<file path="src/rtl/bird_motion_ctrl_if.sv">
// Bundle of frame-control inputs, draw-engine handshake and bird status
// exchanged between the bird motion controller and its surroundings.
interface bird_motion_ctrl_if #(
  parameter int Y_W = 7,
  parameter int V_W = 5
);
  logic           tick;
  logic           press_key;
  logic           touched;
  logic           draw_done;
  logic [Y_W-1:0] bird_y;
  logic [V_W-1:0] bird_vy;
  logic           draw_req;
  logic           erase;
  logic           dead;
  logic           frame_overrun;
  logic [2:0]     state;

  // Controller side: drives the draw request and bird status.
  modport master (
    input  tick, press_key, touched, draw_done,
    output bird_y, bird_vy, draw_req, erase, dead, frame_overrun, state
  );

  // Environment side: keyboard, frame tick, pipe logic and plotter.
  modport slave (
    output tick, press_key, touched, draw_done,
    input  bird_y, bird_vy, draw_req, erase, dead, frame_overrun, state
  );
endinterface

</file>
<file path="src/rtl/bird_motion_ctrl.sv">
// Vertical motion controller for the player bird: signed velocity/gravity
// model, edge-detected flaps, ceiling/floor clamping, collision death, and
// per-frame erase/update/draw sequencing against the VGA plotter.
//
// state     | meaning
// ----------+-------------------------------------------------------------
// S_READY   | waiting for first flap; bird parked at Y_START, not drawn
// S_PLAY    | idle between frames; tick starts a frame, hit ends the game
// S_ERASE   | erasing bird at old row (draw_req=1, erase=1)
// S_UPDATE  | one cycle: apply flap/gravity, move and clamp
// S_DRAW    | drawing bird at new row (draw_req=1, erase=0)
// S_DEAD    | game over, bird left on screen; flap restarts
// S_ERASE_R | erasing dead bird before returning to S_READY
module bird_motion_ctrl #(
  parameter int Y_W      = 7,
  parameter int V_W      = 5,
  parameter int Y_TOP    = 0,
  parameter int Y_BOTTOM = 112,
  parameter int Y_START  = 56,
  parameter int GRAV     = 1,
  parameter int FLAP_V   = 5,
  parameter int V_MAX    = 6
) (
  input  logic               clk,
  input  logic               resetn,
  bird_motion_ctrl_if.master bus
);

  typedef enum logic [2:0] {
    S_READY   = 3'd0,
    S_PLAY    = 3'd1,
    S_ERASE   = 3'd2,
    S_UPDATE  = 3'd3,
    S_DRAW    = 3'd4,
    S_DEAD    = 3'd5,
    S_ERASE_R = 3'd6
  } state_t;

  // One extra bit for the gravity sum, two extra for the row sum so that
  // both overshoot above the top and below the floor stay representable.
  localparam int VX = V_W + 1;
  localparam int YX = Y_W + 2;

  localparam logic signed [VX-1:0]  GRAV_X  = VX'(GRAV);
  localparam logic signed [VX-1:0]  VMAX_X  = VX'(V_MAX);
  localparam logic signed [V_W-1:0] VMAX_V  = V_W'(V_MAX);
  localparam logic signed [V_W-1:0] VFLAP_V = V_W'(-FLAP_V);
  localparam logic signed [YX-1:0]  YTOP_X  = YX'(Y_TOP);
  localparam logic signed [YX-1:0]  YBOT_X  = YX'(Y_BOTTOM);

  state_t                state_q, state_d;
  logic [Y_W-1:0]        y_q, y_d;
  logic signed [V_W-1:0] vy_q, vy_d;
  logic                  press_q;
  logic                  flap_pend_q, flap_pend_d;
  logic                  hit_pend_q, hit_pend_d;
  logic                  draw_req_q, draw_req_d;
  logic                  erase_q, erase_d;
  logic                  dead_q, dead_d;
  logic                  overrun_q, overrun_d;

  logic                  flap_edge;
  logic                  in_frame;
  logic signed [VX-1:0]  vy_inc;
  logic signed [V_W-1:0] vy_n;
  logic signed [YX-1:0]  y_n;

  assign flap_edge = bus.press_key & ~press_q;
  assign in_frame  = (state_q == S_PLAY) || (state_q == S_ERASE) ||
                     (state_q == S_UPDATE) || (state_q == S_DRAW);

  // Candidate velocity and row for the update step.
  always_comb begin
    vy_inc = {vy_q[V_W-1], vy_q} + GRAV_X;
    vy_n   = vy_inc[V_W-1:0];
    if (flap_pend_q) begin
      vy_n = VFLAP_V;
    end else if (vy_inc > VMAX_X) begin
      vy_n = VMAX_V;
    end
    y_n = $signed({2'b00, y_q}) + $signed({{(YX-V_W){vy_n[V_W-1]}}, vy_n});
  end

  // Next-state, motion update and registered-output decode.
  always_comb begin
    state_d     = state_q;
    y_d         = y_q;
    vy_d        = vy_q;
    flap_pend_d = flap_pend_q | (in_frame & flap_edge);
    hit_pend_d  = hit_pend_q  | (in_frame & bus.touched);

    case (state_q)
      S_READY: begin
        if (flap_edge) state_d = S_DRAW;
      end
      S_PLAY: begin
        if (hit_pend_q)    state_d = S_DEAD;
        else if (bus.tick) state_d = S_ERASE;
      end
      S_ERASE: begin
        if (bus.draw_done) state_d = S_UPDATE;
      end
      S_UPDATE: begin
        // Pending flap is consumed; an edge landing this very cycle counts
        // toward the next frame.
        flap_pend_d = flap_edge;
        if (y_n <= YTOP_X) begin
          y_d  = Y_W'(Y_TOP);
          vy_d = '0;
        end else if (y_n >= YBOT_X) begin
          y_d        = Y_W'(Y_BOTTOM);
          vy_d       = '0;
          hit_pend_d = 1'b1;
        end else begin
          y_d  = y_n[Y_W-1:0];
          vy_d = vy_n;
        end
        state_d = S_DRAW;
      end
      S_DRAW: begin
        if (bus.draw_done) state_d = (hit_pend_q | bus.touched) ? S_DEAD : S_PLAY;
      end
      S_DEAD: begin
        if (flap_edge) state_d = S_ERASE_R;
      end
      S_ERASE_R: begin
        if (bus.draw_done) begin
          y_d     = Y_W'(Y_START);
          vy_d    = '0;
          state_d = S_READY;
        end
      end
      default: state_d = S_READY;
    endcase

    if (state_d == S_READY && state_q != S_READY) hit_pend_d = 1'b0;

    draw_req_d = (state_d == S_ERASE) || (state_d == S_DRAW) || (state_d == S_ERASE_R);
    erase_d    = (state_d == S_ERASE) || (state_d == S_ERASE_R);
    dead_d     = (state_d == S_DEAD);
    overrun_d  = bus.tick & (state_q != S_PLAY);
  end

  // State, datapath and registered outputs.
  always_ff @(posedge clk or negedge resetn) begin
    if (!resetn) begin
      state_q     <= S_READY;
      y_q         <= Y_W'(Y_START);
      vy_q        <= '0;
      press_q     <= 1'b0;
      flap_pend_q <= 1'b0;
      hit_pend_q  <= 1'b0;
      draw_req_q  <= 1'b0;
      erase_q     <= 1'b0;
      dead_q      <= 1'b0;
      overrun_q   <= 1'b0;
    end else begin
      state_q     <= state_d;
      y_q         <= y_d;
      vy_q        <= vy_d;
      press_q     <= bus.press_key;
      flap_pend_q <= flap_pend_d;
      hit_pend_q  <= hit_pend_d;
      draw_req_q  <= draw_req_d;
      erase_q     <= erase_d;
      dead_q      <= dead_d;
      overrun_q   <= overrun_d;
    end
  end

  assign bus.bird_y        = y_q;
  assign bus.bird_vy       = vy_q;
  assign bus.draw_req      = draw_req_q;
  assign bus.erase         = erase_q;
  assign bus.dead          = dead_q;
  assign bus.frame_overrun = overrun_q;
  assign bus.state         = state_q;

endmodule

</file>
<file path="src/flat_wrapper.sv">
// flat-port wrapper written by rule: the top's interface ports become plain ports
module bird_motion_ctrl_flat 
#(
  parameter int Y_W      = 7,
  parameter int V_W      = 5,
  parameter int Y_TOP    = 0,
  parameter int Y_BOTTOM = 112,
  parameter int Y_START  = 56,
  parameter int GRAV     = 1,
  parameter int FLAP_V   = 5,
  parameter int V_MAX    = 6
)
  (clk, resetn, bus_tick, bus_press_key, bus_touched, bus_draw_done, bus_bird_y, bus_bird_vy, bus_draw_req, bus_erase, bus_dead, bus_frame_overrun, bus_state);
  bird_motion_ctrl_if #(.Y_W(Y_W), .V_W(V_W)) bus_i ();
  input  logic clk;
  input  logic resetn;
  input wire logic [$bits(bus_i.tick)-1:0] bus_tick;
  input wire logic [$bits(bus_i.press_key)-1:0] bus_press_key;
  input wire logic [$bits(bus_i.touched)-1:0] bus_touched;
  input wire logic [$bits(bus_i.draw_done)-1:0] bus_draw_done;
  output wire logic [$bits(bus_i.bird_y)-1:0] bus_bird_y;
  output wire logic [$bits(bus_i.bird_vy)-1:0] bus_bird_vy;
  output wire logic [$bits(bus_i.draw_req)-1:0] bus_draw_req;
  output wire logic [$bits(bus_i.erase)-1:0] bus_erase;
  output wire logic [$bits(bus_i.dead)-1:0] bus_dead;
  output wire logic [$bits(bus_i.frame_overrun)-1:0] bus_frame_overrun;
  output wire logic [$bits(bus_i.state)-1:0] bus_state;
  assign bus_i.tick = bus_tick;
  assign bus_i.press_key = bus_press_key;
  assign bus_i.touched = bus_touched;
  assign bus_i.draw_done = bus_draw_done;
  assign bus_bird_y = bus_i.bird_y;
  assign bus_bird_vy = bus_i.bird_vy;
  assign bus_draw_req = bus_i.draw_req;
  assign bus_erase = bus_i.erase;
  assign bus_dead = bus_i.dead;
  assign bus_frame_overrun = bus_i.frame_overrun;
  assign bus_state = bus_i.state;
  bird_motion_ctrl #(.Y_W(Y_W), .V_W(V_W), .Y_TOP(Y_TOP), .Y_BOTTOM(Y_BOTTOM), .Y_START(Y_START), .GRAV(GRAV), .FLAP_V(FLAP_V), .V_MAX(V_MAX)) u_core (.clk(clk), .resetn(resetn), .bus(bus_i));
endmodule
</file>
<file path="config.mk">
export PLATFORM = sky130hd
export DESIGN_NAME = bird_motion_ctrl_flat
export DESIGN_NICKNAME = d
export VERILOG_FILES = /design/src/rtl/bird_motion_ctrl_if.sv /design/src/rtl/bird_motion_ctrl.sv /design/src/flat_wrapper.sv
export SDC_FILE = /design/constraint.sdc
export NUM_CORES = 1
export LEC_CHECK = 0
export BUFFER_PORTS_ARGS = -buffer_cell sky130_fd_sc_hd__buf_2
export CORE_ASPECT_RATIO = 1.75
export CORE_MARGIN = 5
export CORE_UTILIZATION = 50
export CTS_BUF_LIST = sky130_fd_sc_hd__clkbuf_4 sky130_fd_sc_hd__clkbuf_8 sky130_fd_sc_hd__clkbuf_16
export DETAILED_ROUTE_END_ITERATION = 16
export PLACE_DENSITY = 0.71
export SLEW_MARGIN = 30
export SYNTH_ARGS = -nofsm -noshare
export SYNTH_HDL_FRONTEND = slang
export SYNTH_SLANG_ARGS = --single-unit
export TNS_END_PERCENT = 5
</file>
<file path="constraint.sdc">
create_clock -name clk -period 4.8 [get_ports clk]
set_clock_uncertainty 0.05 [all_clocks]
set_input_delay 0.24 -clock clk [delete_from_list [all_inputs] [get_ports clk]]
set_output_delay 0.24 -clock clk [all_outputs]
set_load 0.005 [all_outputs]
</file>
# Word level (Yosys, flattened, before mapping)
# Index checks and enable logic that the tools add are counted.
# op_classes
n_addsub	2
order_cmp	3
eq_ne	12
mux	24
bitwise	8
reduce_logical	12
# op_table
operator	n
$mux 5	5
$mux 3	8
$mux 7	3
$pmux 3 s7	1
$eq 3x3->1 const B	6
$pmux 7 s2	1
$pmux 5 s2	1
$add 8x5->9	1
$eq 3x2->1 const B	3
$ge 9x8->1 const B	1
$le 9x1->1 const B	1
$add 5x2->6 const B	1
$gt 6x4->1 const B	1
$logic_not 3->1	2
$logic_or 1x1->1	6
$mux 1	5
$and 1x1->1	4
$eq 3x1->1 const B	1
$ne 3x1->1 const B	1
$or 1x1->1	3
$reduce_bool 3->1	1
$ne 2x2->1 const B	1
$reduce_and 2->1	1
$reduce_bool 2->1	1
other kinds (2)	2
# word_totals
reg_bits	22
input_bits	6
out_inout_bits	19

# Logic depth before layout (Yosys ltp)
# logic_depth
ltp_word	10
mapped_depth	14

# Worst setup path before layout
# Ideal clock, no wire load.
# synth_path
kind	reg-to-reg
from	register u_core.vy_q[0] (netlist: u_core.bus.bird_vy[0])
to	register u_core.vy_q[0] (netlist: u_core.bus.bird_vy[0])
setup_ns	0.121
arrival_ns	3.280
t_required_ns	4.629
slack_ns	1.349
path_stages_with_launch	15
path_buffers	0
synth_period_minus_slack_ns	3.451
cell_sequence	dfrtp_1 > ha_1 > xnor2_1 > or3_1 > a21oi_1 > o21bai_1 > ha_1 > inv_1 > fa_1 > and2b_1 > o21a_4 > or3_4 > a2111oi_4 > nor3_2 > a32o_2
# synth_via
elab_chain_cells	9
# synth_lines
element	line_no	rtl
start, declared	bird_motion_ctrl.sv:53	logic signed [V_W-1:0] vy_q, vy_d;
start signal, assigned	bird_motion_ctrl.sv:160	vy_q <= vy_d;
$add 5x2->6 *	bird_motion_ctrl.sv:74	vy_inc = {vy_q[V_W-1], vy_q} + GRAV_X;
$gt 6x4->1	bird_motion_ctrl.sv:78	end else if (vy_inc > VMAX_X) begin
$mux 5 *	bird_motion_ctrl.sv:78	
$mux 5 *	bird_motion_ctrl.sv:76	if (flap_pend_q) begin
$add 8x5->9	bird_motion_ctrl.sv:81	y_n = $signed({2'b00, y_q}) + $signed({{(YX-V_W){vy_n[V_W-1]}}, vy_n});
$ge 9x8->1	bird_motion_ctrl.sv:110	end else if (y_n >= YBOT_X) begin
$mux 5	bird_motion_ctrl.sv:110	
$mux 5 *	bird_motion_ctrl.sv:107	if (y_n <= YTOP_X) begin
$pmux 5 s2 *	bird_motion_ctrl.sv:92	case (state_q)
# Mark *: on every way between the ends. The rest lies on a longest branch, timed or not.
# A chain may end at the register's enable or synchronous reset.

# Worst setup path in the final report
# layout_path
from	register u_core.vy_q[0] (netlist: u_core.bus.bird_vy[0])
to	register u_core.y_q[3] (netlist: u_core.bus.bird_y[3])
# layout_via
elab_chain_cells	9
# layout_lines
element	line_no	rtl
$add 5x2->6 *	bird_motion_ctrl.sv:74	
$gt 6x4->1	bird_motion_ctrl.sv:78	
$mux 5 *	bird_motion_ctrl.sv:78	
$mux 5 *	bird_motion_ctrl.sv:76	
$add 8x5->9 *	bird_motion_ctrl.sv:81	
$ge 9x8->1	bird_motion_ctrl.sv:110	
$mux 7	bird_motion_ctrl.sv:110	
$mux 7 *	bird_motion_ctrl.sv:107	
$pmux 7 s2 *	bird_motion_ctrl.sv:92	
end signal, assigned	bird_motion_ctrl.sv:148	y_q <= Y_W'(Y_START);
end signal, assigned	bird_motion_ctrl.sv:159	y_q <= y_d;
end, declared	bird_motion_ctrl.sv:52	logic [Y_W-1:0] y_q, y_d;
# Marked as above.

==> run_results.csv <==
group,metric,value,unit
outcome,outcome,"finished, final reports clean",
final_layout,area.growth.synth_to_final,12.8,%
yosys,netlist.top_cell.by_area,"sky130_fd_sc_hd__dfrtp_1",
cts,clock_sink_count,22,
yosys,async_flop_share,100,%
run,max_cap_viol_count,0,
global_route,grt.overflow.total,0,
cts,clk-insertion-delay-late,260,ps
critical_path,worst_setup_path_end_kind,"flip-flop",
global_route,groute.usage.overall,17.8,%
yosys,netlist-cell-type-count,58,
cts,clock_tree_root_driver_cell,"sky130_fd_sc_hd__clkbuf_8",
timing,report.final.slew_viol_count,0,
yosys,syn-mean-instance-area,8.79,sq um
floorplanning,die-height,89.2,um
critical_path,worst-endpoint-required,4920,ps
detailed_routing,routed_wirelength,4240,um
critical_path,crit-reg2reg-launch,"u_core.bus.bird_vy[0]",
detailed_routing,route.antenna.remaining_nets,0,
placed_design,gp_routability_congestion,0.876,
final_layout,layoutNonFillerInstCount,272,
floorplanning,pin_count,25,
placed_design,number_of_i_o_port_buffers,24,
detailed_routing,post_drt_wl_per_cell,15.6,um
global_route,grt_max_degree,23,
critical_path,critical_path.max_fanout,8,
detailed_routing,route.detailed.drc,0,
final_layout,post_route_cells_drive_above_1_share,20.7,%
timing,finalSetupViolations,0,
critical_path,crit_path_end,"u_core.bus.bird_y[3]",
critical_path,worst_setup_path_startpoint,"u_core.bus.bird_vy[0]",
timing,rsz_0062_raised_after_global_routing,"no",
yosys,part_of_the_yosys_area_used_for_sequential_elements,30.9,%
cts,cts_max_level,1,
timing,fin_tns_setup,0,ps
power_and_ir_drop,ir_worst_vdd,0.000566,V
critical_path,r2r_setup_slack,970,ps
timing,achievable-frequency,0.261,GHz
power_and_ir_drop,clock_power_share,10.1,%
global_route,global_route_wire_length_before_repair,7040,um
timing,finalHoldViolCount,0,
cts,cts_made_buffers,3,
detailed_routing,drtIter0Drc,37,
power_and_ir_drop,power_density,841,mW/mm^2
yosys,synth_top_area_share,26.5,%
placed_design,place_hpwl,3370,um
yosys,ys_flop_type,"sky130_fd_sc_hd__dfrtp_1",
yosys,flip_flop_and_latch_count_after_synthesis,22,
floorplanning,num_rows,28,
power_and_ir_drop,power.combinational.fraction,68.8,%
power_and_ir_drop,total_power,1.70,mW
floorplanning,core,0.00343,sq mm
critical_path,setup.worst_path.start_class,"flip-flop",
floorplanning,die_outline_area,0.00493,sq mm
yosys,netlist_area,0.00179,sq mm
global_route,grt_pass1_vias,1540,
critical_path,worstPathArrival,3950,ps
yosys,mappedNetlistNets,222,
cts,clock_tree_from_tritoncts,"built",
cts,cts.path.max_buffers,2,
min_path,worstHoldPathType,"in2reg",
placed_design,place.detailed.instances,267,
floorplanning,die_width,55.3,um
yosys,synth_enable_flop_cells,0,
timing,min_period_over_period,79.8,%
power_and_ir_drop,power_report.internal_total,0.874,mW
timing,max-slew-margin-rel,50.5,%
floorplanning,start_util,52.2,%
placed_design,dp_worst_setup_slack,1000,ps
final_layout,layout.filler_cells,347,
timing,post-route-min-period,3830,ps
critical_path,worst-setup-path-type,"reg2reg",
timing,postLayoutSetupSlackWorst,970,ps
yosys,synth_area_leaders,"sky130_fd_sc_hd__dfrtp_1 (27%), sky130_fd_sc_hd__ha_1 (7.7%), sky130_fd_sc_hd__xnor2_1 (5.4%)",
critical_path,worst-r2r-cell-count,12,
power_and_ir_drop,netSwitchingPower,0.827,mW
timing,timing_worst_slew_pin_value,735,ps
yosys,yosysWarningCount,0,
detailed_routing,vias_per_cell,5.76,
yosys,synthCells,204,
cts,clk_transition_reported_paths,80,ps
power_and_ir_drop,swShare,48.6,%
final_layout,antenna-diode-count,0,
power_and_ir_drop,power_leakage,0.929,nW
detailed_routing,dr.pass1.iters,4,
power_and_ir_drop,seq_power_share,21.1,%
global_route,antenna_found_initial,0,
critical_path,endpoint_of_the_lowest_slack_register_to_register_path,"u_core.bus.bird_y[3]",
detailed_routing,num_vias,1568,
final_layout,num-nets-final,246,
cells by family (layout without fill, tap and decap cells):
kind of cell	Yosys count	count (layout)	share of synthesized area, %
multiplexers	4	4	2.30
AO/OA/AOI/OAI	58	58	24.9
adder cells (fa/ha/maj)	12	12	8.79
XOR/XNOR	11	11	5.37
buffers and inverters	24	47	5.51
flip-flops	22	22	30.9
AND/OR/NAND/NOR	73	73	22.2
state kept, by name, indices dropped and copies added, names as in the netlist:
register / count
u_core.bus.bird_y: 7
u_core.bus.dead: 1
u_core.bus.draw_req: 1
u_core.bus.frame_overrun: 1
u_core.flap_pend_q: 1
u_core.bus.erase: 1
u_core.press_q: 1
u_core.hit_pend_q: 1
u_core.bus.state: 3
u_core.bus.bird_vy: 5
metal layers:
metal,track usage (%),part of all wire (%),up-vias
li1,-,-,785
met1,19.4,41,742
met2,34.2,54,31
met3,2.17,3.1,10
met4,7.96,2.1,0
met5,0,0,-
cell usage in the layout, fill, tap and decap left out, types with 3 or more instances in the layout:
| cell | Yosys | layout |
|---|---|---|
| sky130_fd_sc_hd__nand3_1 | 9 | 9 |
| sky130_fd_sc_hd__xnor2_1 | 11 | 11 |
| sky130_fd_sc_hd__a32o_1 | 3 | 3 |
| sky130_fd_sc_hd__nor2b_1 | 4 | 4 |
| sky130_fd_sc_hd__ha_1 | 11 | 11 |
| sky130_fd_sc_hd__nor2_1 | 18 | 18 |
| sky130_fd_sc_hd__nand2_1 | 13 | 13 |
| sky130_fd_sc_hd__inv_1 | 16 | 16 |
| sky130_fd_sc_hd__dfstp_2 | 3 | 3 |
| sky130_fd_sc_hd__buf_2 | 1 | 24 |
| sky130_fd_sc_hd__clkbuf_8 | 0 | 3 |
| sky130_fd_sc_hd__o21ai_0 | 7 | 7 |
| sky130_fd_sc_hd__and2_1 | 4 | 4 |
| sky130_fd_sc_hd__a32o_2 | 4 | 4 |
| sky130_fd_sc_hd__a21o_1 | 5 | 5 |
| sky130_fd_sc_hd__a21oi_1 | 16 | 16 |
| sky130_fd_sc_hd__nor3b_1 | 4 | 4 |
| sky130_fd_sc_hd__mux2i_1 | 3 | 3 |
| sky130_fd_sc_hd__dfrtp_1 | 19 | 19 |
| sky130_fd_sc_hd__or3_1 | 6 | 6 |
worst max-delay path: stages, from the launching register on:
cell	delay [ps]
sky130_fd_sc_hd__dfrtp_1	460
sky130_fd_sc_hd__ha_1	290
sky130_fd_sc_hd__xnor2_1	140
sky130_fd_sc_hd__or3_1	130
sky130_fd_sc_hd__o21ai_0	70
sky130_fd_sc_hd__nor4_1	570
sky130_fd_sc_hd__fa_1	330
sky130_fd_sc_hd__and2b_1	230
sky130_fd_sc_hd__o21ai_1	330
sky130_fd_sc_hd__mux2i_1	280
sky130_fd_sc_hd__a311oi_2	190
sky130_fd_sc_hd__or3_1	380
sky130_fd_sc_hd__a221oi_1	270
Yosys cell counts, drive strengths merged, types with 4 or more instances:
cell type,count
nand3,9
a21oi,17
or3,7
nor2b,4
a32o,7
o21ai,8
ha,11
dfrtp,19
nand2,13
and2,4
xnor2,11
nor2,18
inv,17
nor3b,4
clkbuf,4
a21o,5
area by class of cell:
cell class              instances  area [sq um]  share of cell area (%)
clock buffers                   3          41.3                    2.04
clock inverters                 1          30.0                    1.48
inverters                      17          63.8                    3.15
multi-input cells             158          1140                    56.3
flip-flops and latches         22           554                    27.4
well taps                      45          56.3                    2.78
repair buffers                 26           138                    6.80
worst min-delay path by stage:
stage                     cells past startpoint          start  slack [ps]                        to
final                                         1  bus_press_key          40            u_core.press_q
after floorplan                               0         resetn        -110     u_core.bus.bird_vy[0]
after CTS                                     1  bus_press_key          30            u_core.press_q
after global placement                        1         resetn         180  u_core.bus.frame_overrun
after detailed placement                      1         resetn         180         u_core.hit_pend_q
after global routing                          1  bus_press_key          30            u_core.press_q
through the flow:
| step | util, % | hold WS [ps] | cell area, sq um |
|---|---|---|---|
| global placement | 56.6 | 177 | 1940 |
| detailed placement | 56.6 | 183 | 1940 |
| global route | 58.9 | 31.3 | 2020 |
| floorplan | - | -106 | 1790 |
| CTS | 58.9 | 34.9 | 2020 |
| finish | 58.9 | 37.7 | 2020 |
repair_timing:
item                      in CTS  in global routing
gates resized for setup        0                  0
hold endpoints to repair      19                  0
hold buffers                   1                  0
buffers inserted               0                  0
power by group through the flow:
stage	logic, mW	clock network [mW]	registers [mW]
after floorplan	0.946	0	0.322
after global placement	1.16	0	0.359
after detailed placement	1.16	0	0.360
after CTS	1.17	0.174	0.357
after global routing	1.29	0.184	0.373
final	1.17	0.172	0.358
Note: power is estimated with default switching activity, not from simulation.
